$ cat src/rtl/rhs_pkg.sv
// Shared constants, state encoding and the per-lane command word builder
// used by the RHS2116 stimulation sequencer.
package rhs_pkg;

    typedef logic [3:0] state_t;

    localparam state_t ST_IDLE   = 4'd0;
    localparam state_t ST_A_POL  = 4'd1;
    localparam state_t ST_A_ON   = 4'd2;
    localparam state_t ST_A_HOLD = 4'd3;
    localparam state_t ST_A_OFF  = 4'd4;
    localparam state_t ST_GAP1   = 4'd5;
    localparam state_t ST_B_POL  = 4'd6;
    localparam state_t ST_B_ON   = 4'd7;
    localparam state_t ST_B_HOLD = 4'd8;
    localparam state_t ST_B_OFF  = 4'd9;
    localparam state_t ST_GAP2   = 4'd10;
    localparam state_t ST_DONE   = 4'd11;
    localparam state_t ST_KILL   = 4'd12;

    localparam logic [7:0] REG_STIM_ON  = 8'd42;
    localparam logic [7:0] REG_STIM_POL = 8'd44;
    localparam logic [1:0] CMD_WRITE    = 2'b10;

    localparam logic [31:0] OFF_WORD = {CMD_WRITE, 1'b1, 1'b0, 4'b0000, REG_STIM_ON, 16'h0000};

    // Electrode bit [4] picks the chip; a lane only carries bits for its own chip.
    // POL words mark the currently positive electrode; invert swaps the roles for phase B.
    function automatic logic [31:0] lane_word(
        input logic [7:0] addr,
        input logic       u,
        input logic [4:0] pos,
        input logic [4:0] neg,
        input logic       mono,
        input logic       lane,
        input logic       invert
    );
        logic [15:0] data;
        data = 16'h0000;
        if (addr == REG_STIM_POL) begin
            if (pos[4] == lane) data[pos[3:0]] = ~invert;
            if (!mono && neg[4] == lane && invert) data[neg[3:0]] = 1'b1;
        end else begin
            if (pos[4] == lane) data[pos[3:0]] = 1'b1;
            if (!mono && neg[4] == lane) data[neg[3:0]] = 1'b1;
        end
        return {CMD_WRITE, u, 1'b0, 4'b0000, addr, data};
    endfunction

endpackage

$ cat src/rtl/rhs_tick_gen.sv
// Phase timer: a TICK_CYCLES prescaler feeding a loadable duration counter.
// expire pulses on the final cycle of a load_val * TICK_CYCLES interval.
module rhs_tick_gen #(
    parameter int TICK_CYCLES = 2800,
    parameter int DUR_W       = 16
) (
    input  logic             clk,
    input  logic             rst_n,
    input  logic             restart,
    input  logic [DUR_W-1:0] load_val,
    output logic             expire
);

    localparam int PRESC_W = (TICK_CYCLES > 1) ? $clog2(TICK_CYCLES) : 1;
    localparam logic [PRESC_W-1:0] PRESC_LAST = PRESC_W'(TICK_CYCLES - 1);

    logic [PRESC_W-1:0] presc_q, presc_d;
    logic [DUR_W-1:0]   dur_q, dur_d;
    logic               tick;

    assign tick   = (dur_q != '0) && (presc_q == PRESC_LAST);
    assign expire = tick && (dur_q == DUR_W'(1));

    // The duration counter parks at zero, so neither counter can wrap.
    always_comb begin
        presc_d = presc_q;
        dur_d   = dur_q;
        if (restart) begin
            presc_d = '0;
            dur_d   = load_val;
        end else if (dur_q != '0) begin
            if (tick) begin
                presc_d = '0;
                dur_d   = dur_q - 1'b1;
            end else begin
                presc_d = presc_q + 1'b1;
            end
        end
    end

    always_ff @(posedge clk) begin
        if (!rst_n) begin
            presc_q <= '0;
            dur_q   <= '0;
        end else begin
            presc_q <= presc_d;
            dur_q   <= dur_d;
        end
    end

endmodule

$ cat src/rtl/rhs_stim_sequencer.sv
// Biphasic stimulation pulse-train sequencer for two RHS2116 chips. Emits
// polarity / stim-on / stim-off register writes as SPI command frames.
module rhs_stim_sequencer
    import rhs_pkg::*;
#(
    parameter int TICK_CYCLES = 2800,
    parameter int PW_W        = 16,
    parameter int NP_W        = 10
) (
    input  logic            s00_axi_aclk,
    input  logic            s00_axi_aresetn,
    input  logic            start,
    input  logic            abort,
    input  logic [4:0]      chan_pos,
    input  logic [4:0]      chan_neg,
    input  logic            monopolar,
    input  logic [PW_W-1:0] pulse_width,
    input  logic [PW_W-1:0] ipd,
    input  logic [NP_W-1:0] num_pulse,
    input  logic            infinite,
    output logic [31:0]     cmd_data1,
    output logic [31:0]     cmd_data2,
    output logic            cmd_valid,
    input  logic            cmd_ready,
    output logic            busy,
    output logic            done,
    output state_t          state_dbg
);

    // Handshake: a frame transfers on any cycle where cmd_valid && cmd_ready;
    // once raised, cmd_valid and cmd_data hold until that transfer.

    state_t          state_q, state_d;
    logic [4:0]      pos_q, pos_d, neg_q, neg_d;
    logic            mono_q, mono_d, inf_q, inf_d, done_q, done_d;
    logic [PW_W-1:0] pw_q, pw_d, ipd_q, ipd_d;
    logic [NP_W-1:0] np_q, np_d;
    logic [NP_W:0]   cnt_q, cnt_d, cnt_inc;
    logic            accept, ipd_zero, last_pulse;
    logic            tick_restart, tick_expire;
    logic [PW_W-1:0] tick_load;

    assign accept     = cmd_valid && cmd_ready;
    assign ipd_zero   = (ipd_q == '0);
    assign cnt_inc    = (&cnt_q) ? cnt_q : cnt_q + 1'b1;
    assign last_pulse = !inf_q && (cnt_inc == ({1'b0, np_q} + 1'b1));

    always_comb begin
        state_d = state_q;
        pos_d   = pos_q;
        neg_d   = neg_q;
        mono_d  = mono_q;
        inf_d   = inf_q;
        pw_d    = pw_q;
        ipd_d   = ipd_q;
        np_d    = np_q;
        cnt_d   = cnt_q;
        done_d  = done_q;
        case (state_q)
            ST_IDLE: begin
                if (start && !abort) begin
                    pos_d   = chan_pos;
                    neg_d   = chan_neg;
                    mono_d  = monopolar;
                    inf_d   = infinite;
                    pw_d    = pulse_width;
                    ipd_d   = ipd;
                    np_d    = num_pulse;
                    cnt_d   = '0;
                    done_d  = 1'b0;
                    state_d = ST_A_POL;
                end
            end
            ST_A_POL:  if (accept) state_d = abort ? ST_IDLE : ST_A_ON;
            ST_A_ON:   if (accept) state_d = abort ? ST_KILL : ST_A_HOLD;
            ST_A_HOLD: begin
                if (abort)            state_d = ST_KILL;
                else if (tick_expire) state_d = ST_A_OFF;
            end
            ST_A_OFF: begin
                if (accept) state_d = abort ? ST_IDLE : (ipd_zero ? ST_B_POL : ST_GAP1);
            end
            ST_GAP1: begin
                if (abort)            state_d = ST_IDLE;
                else if (tick_expire) state_d = ST_B_POL;
            end
            ST_B_POL:  if (accept) state_d = abort ? ST_IDLE : ST_B_ON;
            ST_B_ON:   if (accept) state_d = abort ? ST_KILL : ST_B_HOLD;
            ST_B_HOLD: begin
                if (abort)            state_d = ST_KILL;
                else if (tick_expire) state_d = ST_B_OFF;
            end
            ST_B_OFF: begin
                if (accept) begin
                    cnt_d = cnt_inc;
                    if (abort) begin
                        state_d = ST_IDLE;
                    end else if (last_pulse) begin
                        state_d = ST_DONE;
                        done_d  = 1'b1;
                    end else begin
                        state_d = ipd_zero ? ST_A_POL : ST_GAP2;
                    end
                end
            end
            ST_GAP2: begin
                if (abort)            state_d = ST_IDLE;
                else if (tick_expire) state_d = ST_A_POL;
            end
            ST_DONE: state_d = ST_IDLE;
            ST_KILL: if (accept) state_d = ST_IDLE;
            default: state_d = ST_IDLE;
        endcase
    end

    // The timer reloads on every entry into a HOLD or GAP state.
    assign tick_restart = (state_d != state_q) &&
                          (state_d == ST_A_HOLD || state_d == ST_B_HOLD ||
                           state_d == ST_GAP1   || state_d == ST_GAP2);

    always_comb begin
        tick_load = (pw_q == '0) ? PW_W'(1) : pw_q;
        if (state_d == ST_GAP1 || state_d == ST_GAP2) tick_load = ipd_q;
    end

    rhs_tick_gen #(
        .TICK_CYCLES (TICK_CYCLES),
        .DUR_W       (PW_W)
    ) u_tick_gen (
        .clk      (s00_axi_aclk),
        .rst_n    (s00_axi_aresetn),
        .restart  (tick_restart),
        .load_val (tick_load),
        .expire   (tick_expire)
    );

    always_comb begin
        cmd_valid = 1'b0;
        cmd_data1 = 32'h0;
        cmd_data2 = 32'h0;
        case (state_q)
            ST_A_POL: begin
                cmd_valid = 1'b1;
                cmd_data1 = lane_word(REG_STIM_POL, 1'b0, pos_q, neg_q, mono_q, 1'b0, 1'b0);
                cmd_data2 = lane_word(REG_STIM_POL, 1'b0, pos_q, neg_q, mono_q, 1'b1, 1'b0);
            end
            ST_B_POL: begin
                cmd_valid = 1'b1;
                cmd_data1 = lane_word(REG_STIM_POL, 1'b0, pos_q, neg_q, mono_q, 1'b0, 1'b1);
                cmd_data2 = lane_word(REG_STIM_POL, 1'b0, pos_q, neg_q, mono_q, 1'b1, 1'b1);
            end
            ST_A_ON, ST_B_ON: begin
                cmd_valid = 1'b1;
                cmd_data1 = lane_word(REG_STIM_ON, 1'b1, pos_q, neg_q, mono_q, 1'b0, 1'b0);
                cmd_data2 = lane_word(REG_STIM_ON, 1'b1, pos_q, neg_q, mono_q, 1'b1, 1'b0);
            end
            ST_A_OFF, ST_B_OFF, ST_KILL: begin
                cmd_valid = 1'b1;
                cmd_data1 = OFF_WORD;
                cmd_data2 = OFF_WORD;
            end
            default: ;
        endcase
    end

    assign busy      = (state_q != ST_IDLE) && (state_q != ST_DONE);
    assign done      = done_q;
    assign state_dbg = state_q;

    always_ff @(posedge s00_axi_aclk) begin
        if (!s00_axi_aresetn) begin
            state_q <= ST_IDLE;
            pos_q   <= '0;
            neg_q   <= '0;
            mono_q  <= 1'b0;
            inf_q   <= 1'b0;
            pw_q    <= '0;
            ipd_q   <= '0;
            np_q    <= '0;
            cnt_q   <= '0;
            done_q  <= 1'b0;
        end else begin
            state_q <= state_d;
            pos_q   <= pos_d;
            neg_q   <= neg_d;
            mono_q  <= mono_d;
            inf_q   <= inf_d;
            pw_q    <= pw_d;
            ipd_q   <= ipd_d;
            np_q    <= np_d;
            cnt_q   <= cnt_d;
            done_q  <= done_d;
        end
    end

endmodule

$ cat config.mk
export PLATFORM = sky130hd
export DESIGN_NAME = rhs_stim_sequencer
export DESIGN_NICKNAME = d
export VERILOG_FILES = /design/src/rtl/rhs_pkg.sv /design/src/rtl/rhs_tick_gen.sv /design/src/rtl/rhs_stim_sequencer.sv
export SDC_FILE = /design/constraint.sdc
export NUM_CORES = 1
export LEC_CHECK = 0
export ABC_CLOCK_PERIOD_IN_PS = 3200
export CORE_UTILIZATION = 30
export CTS_BUF_LIST = sky130_fd_sc_hd__clkbuf_16
export DETAILED_ROUTE_END_ITERATION = 10
export PLACE_DENSITY = 0.54
export SYNTH_ARGS = -nofsm -noshare
export SYNTH_HDL_FRONTEND = slang
export SYNTH_SLANG_ARGS = --single-unit
$ cat constraint.sdc
create_clock -name s00_axi_aclk -period 3.2 [get_ports s00_axi_aclk]
set_clock_uncertainty 0.15 [all_clocks]
set_input_delay 0.64 -clock s00_axi_aclk [delete_from_list [all_inputs] [get_ports s00_axi_aclk]]
set_output_delay 0.64 -clock s00_axi_aclk [all_outputs]
set_load 0.02 [all_outputs]
==> out/results.tsv <==
metric	value	unit
status	complete, no violations	
pins over their slew limit	0	
Total GRT Usage	0.173	
HP Class	reg2reg	
total CTS buffers	9	
final setup violating endpoints	0	
Vias	6916	
WL/cell	14.8	µm
LEAKAGE	3.41	nW
Crit Path Class	reg2out	
first-pass GRT wire length	33600	µm
CP Data Required Time	2.41	ns
CTS tree	done	
r2r worst-path depth	12	
die width	155	µm
Final Total Pwr	0.00331	W
EDFF count, synth	0	
sequential share of the synthesized area	0.280	
Final WS setup	0.0806	ns
Clock transition at path regs	0.07	ns
total global routing overflow	0	
ys flop type	dfxtp_1	
clk root buf	clkbuf_16	
vias per cell	4.99	
reg2reg setup slack	0.16	ns
worst flop-to-flop path endpoint	u_tick_gen.dur_q[12]	
non-filler instance count after layout	1386	
Post-Place Cells	1365	
vias in the first global route	6475	
Final Wtd Congestion	0.960	
highest clock rate	321	MHz
power per cell area	358	nW/µm²
WP data arrival	2.33	ns
DRC violations left	0	
RSZ-0062 raised after global routing	true	
critical path endpoint category	primary output	
WHS Endpoint	ipd_q[5]	
starting density of the core	0.308	
Port-buffer cells	109	
detailed placement HPWL	15500	µm
initial antenna violation count	0	
Startpoint Class	flip-flop	
hold path start	ipd_q[5]	
Sink Count	98	
die height	155	µm
net switching power	0.00103	W
Tightest Pin Transition	0.581	ns
DRT Pass-1 Iters	4	
io pins	130	
hold path cells	2	
Fin. Hold Viols	0	
core box area	22800	µm²
synth-to-layout area growth	31.7	%
hold buffer count at cts	0	
share of cells above drive strength 1	0.174	
Power Internal	0.00228	W
Mapped Avg Cell Area	7.53	µm²
largest net degree at the start of global routing	55	
relative max-transition margin	0.612	
Distinct cells, synth	72	
clock latency at the later pin of the worst-skew pair	0.36	ns
H-tree depth	3	
Sequential Power Share	0.401	
Syn. warnings	0	
crit path max fanout	4	
die area	24000	µm²
Routed Wire Length	20500	µm
FF/Latch Area	1970	µm²
# rows	55	
Sw Ratio	0.311	
Nets	1131	
DRT iter0 DRCs	392	
Clk pwr share	0.337	
Post-Synthesis Cells	932	
combinational fraction of design power	0.262	
Synth Cell Area	7010	µm²
area of the multi-input gates	4760	µm²
commonest cells after routing, fill and taps aside	nand2_1 (211), dfxtp_1 (92), buf_4 (83), clkdlybuf4s50_1 (75), a21boi_0 (55)	
DRT antenna net count	0	
reg2reg start	cnt_q[0]	
Worst VDD drop	0.270	mV
Setup WS pre-CTS	-0.224	ns
crit path time final	3.12	ns
Synth Register Bits	98	
Final Cycle Share	0.975	
fillcell total	2395	
max_cap viols	0	
most common cell after layout, fill and taps aside	nand2_1	
maximum buffer depth of the clock tree	2	
Synth async-reset ratio	0	
==> worst max-delay path: stages (launching register included) <==
cell	delay, ns
dfxtp_1	0.31
nor2b_1	0.14
or3b_2	0.45
or2_2	0.36
nor3_4	0.18
nor2b_1	0.07
o21ai_1	0.17
clkdlybuf4s15_2	0.29
==> cell usage after synthesis (all sizes together) (10+ instances only) <==
| library cell | count | share of area |
|---|---|---|
| nand2 | 211 | 0.11 |
| dfxtp | 98 | 0.28 |
| a21boi | 55 | 0.059 |
| buf | 50 | 0.049 |
| clkbuf | 44 | 0.024 |
| nor2 | 43 | 0.023 |
| o21ai | 36 | 0.026 |
| o22ai | 28 | 0.025 |
| nand3 | 26 | 0.019 |
| xnor2 | 26 | 0.034 |
| nor3 | 24 | 0.017 |
| mux2i | 23 | 0.033 |
| nor3b | 23 | 0.027 |
| o221ai | 23 | 0.029 |
| xor2 | 21 | 0.026 |
| o21a | 20 | 0.021 |
| nor2b | 18 | 0.016 |
| a21oi | 17 | 0.012 |
| and3 | 15 | 0.014 |
| nor4 | 14 | 0.016 |
| nand4 | 11 | 0.012 |
| a22oi | 10 | 0.011 |
| nand2b | 10 | 0.0089 |
==> sequential cells by signal, indices dropped and copies added (netlist names), 4 cells and up <==
register and cells:
state_dbg 4, neg_q 5, np_q 10, ipd_q 16, cnt_q 11, pw_q 16
u_tick_gen.dur_q 16, u_tick_gen.presc_q 12, pos_q 5
==> repair_timing <==
item                                    CTS  global route
gates resized for setup                  61            60
endpoints found under the hold margin     0             0
endpoints found under the setup margin   57            54
pin swaps                                 3             9
buffers inserted                          0             4
==> power groups by stage <==
stage               clock network [W]  logic, W  registers, W
finish                        0.00111  0.000868       0.00133
global route                  0.00120  0.000950       0.00134
CTS                           0.00114  0.000864       0.00133
detailed placement                  0  0.000852       0.00136
global placement                    0  0.000849       0.00136
floorplan                           0  0.000551       0.00134
==> per-layer routing <==
metal / vias up / part of all wire / track usage
li1: 3545 / - / -
met1: 3170 / 0.48 / 0.235
met2: 180 / 0.46 / 0.284
met3: 21 / 0.045 / 0.0248
met4: 0 / 0.015 / 0.0500
met5: - / 0 / 0
==> cells by family (layout without fill, tap and decap cells) <==
group,Yosys count,in the layout,synth area share
AND/OR/NAND/NOR,429,429,0.303
AO/OA/AOI/OAI,222,222,0.228
buffers and inverters,102,223,0.0767
flip-flops,98,98,0.280
XOR/XNOR,48,48,0.0630
multiplexers,27,27,0.0398
adder cells (fa/ha/maj),5,5,0.00892
other,1,21,0.000535
==> layout make-up <==
cell class	count	area share
timing repair buffer	199	0.193
sequential	98	0.213
inverter	8	0.00325
multi-input combinational	751	0.515
tap	313	0.0424
clock inverter	7	0.00813
antenna	1	0.000271
clock buffer	9	0.0244
==> how the worst max path moves through the flow <==
stage                             from                     to  slack, ns  depth (start not counted)
after floorplan           state_dbg[1]           cmd_data1[3]       0.02                          7
after global placement           abort    u_tick_gen.dur_q[7]      -0.14                         11
after detailed placement         abort  u_tick_gen.presc_q[6]      -0.22                         11
after CTS                 state_dbg[0]           cmd_data2[4]      0.002                          6
after global routing          cnt_q[1]   u_tick_gen.dur_q[12]      -0.02                         12
final                     state_dbg[0]          cmd_data2[15]       0.08                          7
==> through the flow <==
stage | hold slack (ns) | util | instance area (µm²) | setup TNS [ns]
6_report | 0.330 | 0.406 | 9240 | 0
3_3_place_gp | 0.320 | 0.387 | 8810 | -3.78
4_1_cts | 0.332 | 0.399 | 9090 | 0
5_1_grt | 0.363 | 0.405 | 9240 | -0.0300
3_5_place_dp | 0.321 | 0.387 | 8810 | -5.36
2_1_floorplan | 0.293 | - | 7130 | 0
No activity file was read; power rests on OpenSTA's default activity.
